<file path="src/rtl/isa_pkg.sv">
// -----------------------------------------------------------------------------
// isa_pkg
// Shared ISA-level types for the execute/write-back datapath.
//   word_t    : 32-bit architectural data word
//   regbits_t : 5-bit register-file index (x0..x31)
// -----------------------------------------------------------------------------
package isa_pkg;

  typedef logic [31:0] word_t;
  typedef logic [4:0]  regbits_t;

endpackage : isa_pkg

</file>
<file path="src/rtl/alu_wb_queue.sv">
// -----------------------------------------------------------------------------
// alu_wb_queue
// Small FIFO between the ALU and the register-file write port. ALU results
// are queued with their destination index and overflow flag. The head entry is
// presented to the register file, and writes to x0 or of overflowing results
// are suppressed. A sticky overflow exception records the destination of the
// first overflowing result.
//
// Parameters
//   DEPTH       : queue entries, power of two in 2..16
// Ports
//   CLK         : clock, rising edge
//   nRST        : asynchronous active-low reset
//   in_valid    : ALU result present          in_ready  : queue not full
//   in_rd       : destination index           in_result : result value
//   in_overflow : result overflowed           flush     : discard all entries
//   wb_valid    : head entry present          wb_ready  : register file accepts head
//   wb_rd       : head destination index      wb_data   : head result
//   wb_wen      : register write enable for the head entry
//   ovf_flag    : sticky overflow exception   ovf_rd    : rd of first overflow
//   ovf_clear   : clears ovf_flag             count     : occupied entries
// -----------------------------------------------------------------------------
module alu_wb_queue
  import isa_pkg::*;
#(
  parameter int DEPTH = 4
) (
  input  logic                   CLK,
  input  logic                   nRST,
  input  logic                   in_valid,
  output logic                   in_ready,
  input  regbits_t               in_rd,
  input  word_t                  in_result,
  input  logic                   in_overflow,
  input  logic                   flush,
  output logic                   wb_valid,
  input  logic                   wb_ready,
  output regbits_t               wb_rd,
  output word_t                  wb_data,
  output logic                   wb_wen,
  output logic                   ovf_flag,
  output regbits_t               ovf_rd,
  input  logic                   ovf_clear,
  output logic [$clog2(DEPTH):0] count
);

  localparam int PW = $clog2(DEPTH);
  localparam int CW = PW + 1;
  localparam logic [CW-1:0] FULL = CW'(DEPTH);

  typedef struct packed {
    regbits_t rd;
    word_t    result;
    logic     overflow;
  } entry_t;

  entry_t          mem [DEPTH];
  logic [PW-1:0]   wr_ptr_q, wr_ptr_d;
  logic [PW-1:0]   rd_ptr_q, rd_ptr_d;
  logic [CW-1:0]   count_q,  count_d;
  logic            ovf_flag_q, ovf_flag_d;
  regbits_t        ovf_rd_q,   ovf_rd_d;

  logic   enq, deq;
  entry_t head;

  // Fullness depends only on the stored count, so a full queue refuses input
  // even in a cycle where the head is leaving.
  assign in_ready = (count_q < FULL);
  assign wb_valid = (count_q != '0);
  assign head     = mem[rd_ptr_q];

  // Flush overrides any same-cycle transfer in either direction.
  assign enq = in_valid & in_ready & ~flush;
  assign deq = wb_valid & wb_ready & ~flush;

  assign wb_rd    = head.rd;
  assign wb_data  = head.result;
  assign wb_wen   = wb_valid & (head.rd != '0) & ~head.overflow;
  assign ovf_flag = ovf_flag_q;
  assign ovf_rd   = ovf_rd_q;
  assign count    = count_q;

  always_comb begin
    // NOTE: every signal assigned here gets a default first so no latch is inferred.
    wr_ptr_d   = wr_ptr_q;
    rd_ptr_d   = rd_ptr_q;
    count_d    = count_q;
    ovf_flag_d = ovf_flag_q;
    ovf_rd_d   = ovf_rd_q;

    if (flush) begin
      wr_ptr_d = '0;
      rd_ptr_d = '0;
      count_d  = '0;
    end else begin
      // Pointers are exactly PW bits wide, so the increment wraps modulo DEPTH.
      if (enq) wr_ptr_d = wr_ptr_q + PW'(1);
      if (deq) rd_ptr_d = rd_ptr_q + PW'(1);
      case ({enq, deq})
        2'b10:   count_d = count_q + CW'(1);
        2'b01:   count_d = count_q - CW'(1);
        default: count_d = count_q;
      endcase
    end

    // An overflowing enqueue in the same cycle as ovf_clear wins and
    // recaptures ovf_rd; otherwise the first overflow is kept.
    if (enq && in_overflow && (!ovf_flag_q || ovf_clear)) begin
      ovf_flag_d = 1'b1;
      ovf_rd_d   = in_rd;
    end else if (ovf_clear) begin
      ovf_flag_d = 1'b0;
    end
  end

  always_ff @(posedge CLK or negedge nRST) begin
    // NOTE: state registers use non-blocking assignments so all of them update together at the edge.
    if (!nRST) begin
      wr_ptr_q   <= '0;
      rd_ptr_q   <= '0;
      count_q    <= '0;
      ovf_flag_q <= 1'b0;
      ovf_rd_q   <= '0;
    end else begin
      wr_ptr_q   <= wr_ptr_d;
      rd_ptr_q   <= rd_ptr_d;
      count_q    <= count_d;
      ovf_flag_q <= ovf_flag_d;
      ovf_rd_q   <= ovf_rd_d;
    end
  end

  // NOTE: entry storage has no reset; count gates every read, so stale data is never visible.
  always_ff @(posedge CLK) begin
    if (enq) mem[wr_ptr_q] <= '{rd: in_rd, result: in_result, overflow: in_overflow};
  end

endmodule : alu_wb_queue

</file>
<file path="config.mk">
export PLATFORM = sky130hd
export DESIGN_NAME = alu_wb_queue
export DESIGN_NICKNAME = d
export VERILOG_FILES = /design/src/rtl/isa_pkg.sv /design/src/rtl/alu_wb_queue.sv
export SDC_FILE = /design/constraint.sdc
export NUM_CORES = 1
export LEC_CHECK = 0
export ABC_AREA = 1
export BUFFER_PORTS_ARGS = -buffer_cell sky130_fd_sc_hd__buf_2
export CAP_MARGIN = 5
export CORE_MARGIN = 2
export CORE_UTILIZATION = 56
export CTS_BUF_LIST = sky130_fd_sc_hd__clkbuf_4
export DETAILED_ROUTE_END_ITERATION = 8
export PLACE_DENSITY = 0.84
export SYNTH_ARGS = -nofsm -noshare
export SYNTH_HDL_FRONTEND = slang
export SYNTH_SLANG_ARGS = --single-unit
</file>
<file path="constraint.sdc">
create_clock -name CLK -period 4.6 [get_ports CLK]
set_input_delay 1.15 -clock CLK [delete_from_list [all_inputs] [get_ports CLK]]
set_output_delay 1.15 -clock CLK [all_outputs]
set_load 0.1 [all_outputs]
</file>
==> run_results.csv <==
group,metric,value,unit
pwr,power_density,663,mW/mm²
place,gp_congestion,0.767,
place,port_buffers,92,
route,firstDrtPassIters,5,
floorplan,pin_count,93,
route,vias_per_cell,5.66,
timing,tns,0,ns
floorplan,fp.dieW,111,µm
flow_run,cap_viol_max_count,0,
critical_path,critical_path_class,"flop to output pin",
finish,layout_commonest_cell,"edfxtp_1",
timing,period_needed,3.75,ns
route,drtIter0Drc,394,
critical_path,cp-start-kind,"flop",
pwr,ir_worst_vdd,830,µV
cts,worstSkewPairLatency,0.52,ns
grt,grt_pass1_vias,4090,
critical_path,rr_worst_depth,4,
run_status,status,"completed",
cts,post_cts_buffers,0,
cts,clkSinkCount,165,
timing,finalHoldViolations,0,
timing,skew,0.00972,ns
critical_path,crit_fanout,32,
synth,syn_area,0.00638,mm²
timing,slew_violations,0,
synth,synth.distinct_cells,26,
finish,drive_gt1_share,25.5,%
hold_path,hp-class,"input pin to asynchronous set/reset pin",
critical_path,cp.required,3.45,ns
critical_path,cp.arrival,2.60,ns
finish,layout.nets,616,
floorplan,die-area,0.0123,mm²
finish,nFillCells,763,
synth,yosys_warnings,0,
timing,worst_pin_slew,0.745,ns
place,dpl_worst_slack,1.48,ns
timing,rsz0062_at_grt,"false",
synth,netlist.area_leader.share,71.5,%
timing,fmax,0.267,GHz
cts,htreeDepth,4,
route,vias,4084,
grt,grt_antenna_before_repair,1,
floorplan,floorplan.die.height,111,µm
synth,synth-seq-cells,165,
synth,synth_cells,472,
synth,synth-seq-area-share,76.6,%
cts,cts_tree,"done",
synth,avgSynthCellArea,13.5,µm²
finish,layout_common_cells,"152 x edfxtp_1, 91 x buf_2, 68 x nor2_1",
route,drc,0,
cts,clk_transition_reported_paths,0.13,ns
grt,grt_usage,21.2,%
synth,syn_nets,521,
pwr,p_leak,2.75,nW
floorplan,design.core.area,0.0110,mm²
synth,yosys-top-cells-area,"edfxtp_1 72%, dfrtp_1 5.1%, o21ai_0 5.0%, nor2_1 4.3%, o22ai_1 3.1%",
grt,overflow,0,
timing,finalCritPeriodShare,81.5,%
cts,cts-resized-gates,0,
cts,hold_buffers,0,
route,postRouteAntennaNets,0,
route,totalWireLength,12700,µm
timing,setup_slack,0.849,ns
cts,cts_buffers,17,
grt,grt_pass1_wl,20200,µm
floorplan,fp-row-count,38,
finish,syn_to_final_growth,14.8,%
critical_path,end_kind,"output pin",
floorplan,initial_utilization,58.1,%
cts,cts_buffer_depth,2,
cts,clock-root-buffer,"clkbuf_4",
critical_path,worst_setup_path_startpoint,"rd_ptr_q[0]",
timing,max-slew-margin-rel,50.4,%
critical_path,r2r-start,"count[2]",
timing,setup_viol,0,
route,wire_per_inst,17.6,µm
grt,grt_max_degree,78,
place,post-dp-hpwl,7720,µm
synth,yosysTopAreaCell,"edfxtp_1",
-- power by group --
part / total (mW) / internal (mW) / switching, mW
Sequential: 1.82 / 1.77 / 0.0511
Combinational: 2.12 / 0.320 / 1.80
Clock: 0.920 / 0.467 / 0.453
Total: 4.86 / 2.55 / 2.31
-- synth_stat cells --
cell type,number
edfxtp_1,152
nor2_1,73
o21ai_0,64
nand2_1,45
o22ai_1,32
inv_1,20
nand3_1,17
dfrtp_1,13
buf_2,10
o21ai_1,10
clkbuf_1,9
buf_4,5
ha_1,4
inv_2,3
a21oi_1,2
nand2_2,2
o211ai_1,2
a21oi_2,1
buf_6,1
fa_1,1
nand3_2,1
nand3b_4,1
nor2_2,1
nor3_1,1
or2_2,1
xnor2_1,1
-- flip-flops by register name, indices dropped and copies added (netlist names) --
name      flops
mem         152
ovf_rd        5
count         3
rd_ptr_q      2
wr_ptr_q      2
ovf_flag      1
-- per-layer routing --
| layer | GRT usage, % | vias to the layer above | routed length [µm] |
|---|---|---|---|
| li1 | - | 1900 | - |
| met1 | 27.4 | 2009 | 5270 |
| met2 | 35.4 | 156 | 6490 |
| met3 | 5.47 | 19 | 710 |
| met4 | 7.00 | 0 | 225 |
| met5 | 0 | - | 0 |
-- layout make-up --
class / instances / area, µm² / share of cell area [%]
timing repair buffer: 101 / 543 / 7.41
clock buffer: 23 / 173 / 2.36
inverter: 23 / 86.3 / 1.18
multi-input combinational: 259 / 1300 / 17.8
clock inverter: 9 / 153 / 2.08
antenna: 1 / 2.50 / 0.0342
sequential: 165 / 4890 / 66.8
tap: 140 / 175 / 2.39
-- final timing paths --
kind	slack [ns]	to
setup reg to reg	2.45	mem[0][35]
setup / recovery	0.85	wb_data[18]
hold reg to reg	0.51	ovf_rd[0]
max in group asynchronous	3.86	rd_ptr_q[0]
hold / removal	0.49	ovf_rd[0]
min in group CLK	0.51	ovf_rd[0]
-- cell families (layout without fill, tap and decap cells) --
kind of cell | Yosys count | in the layout | synth area share [%]
fa+ha+maj | 5 | 5 | 1.10
buf+inv | 48 | 156 | 3.43
xor+xnor | 1 | 1 | 0.137
flops | 165 | 165 | 76.6
compound gates | 111 | 111 | 9.47
other cells | 0 | 1 | 0
simple gates | 142 | 142 | 9.22
-- critical path: stages, from the launching register on --
cell and delay, ns:
dfrtp_2 0.43, inv_2 0.37, buf_4 0.40, o21ai_0 0.15, o22ai_1 0.24, buf_2 0.48
-- metrics by stage --
stage	total power [mW]	hold WS, ns	instances	util, %	cell area, µm²
after floorplan	3.60	0.513	472	-	6380
after global placement	3.93	0.471	688	63.7	7000
after detailed placement	3.97	0.481	688	63.7	7000
after CTS	4.87	0.465	720	66.7	7320
after global routing	5.04	0.462	721	66.7	7330
final	4.86	0.490	721	66.7	7330
(Power assumes the default switching activity.)
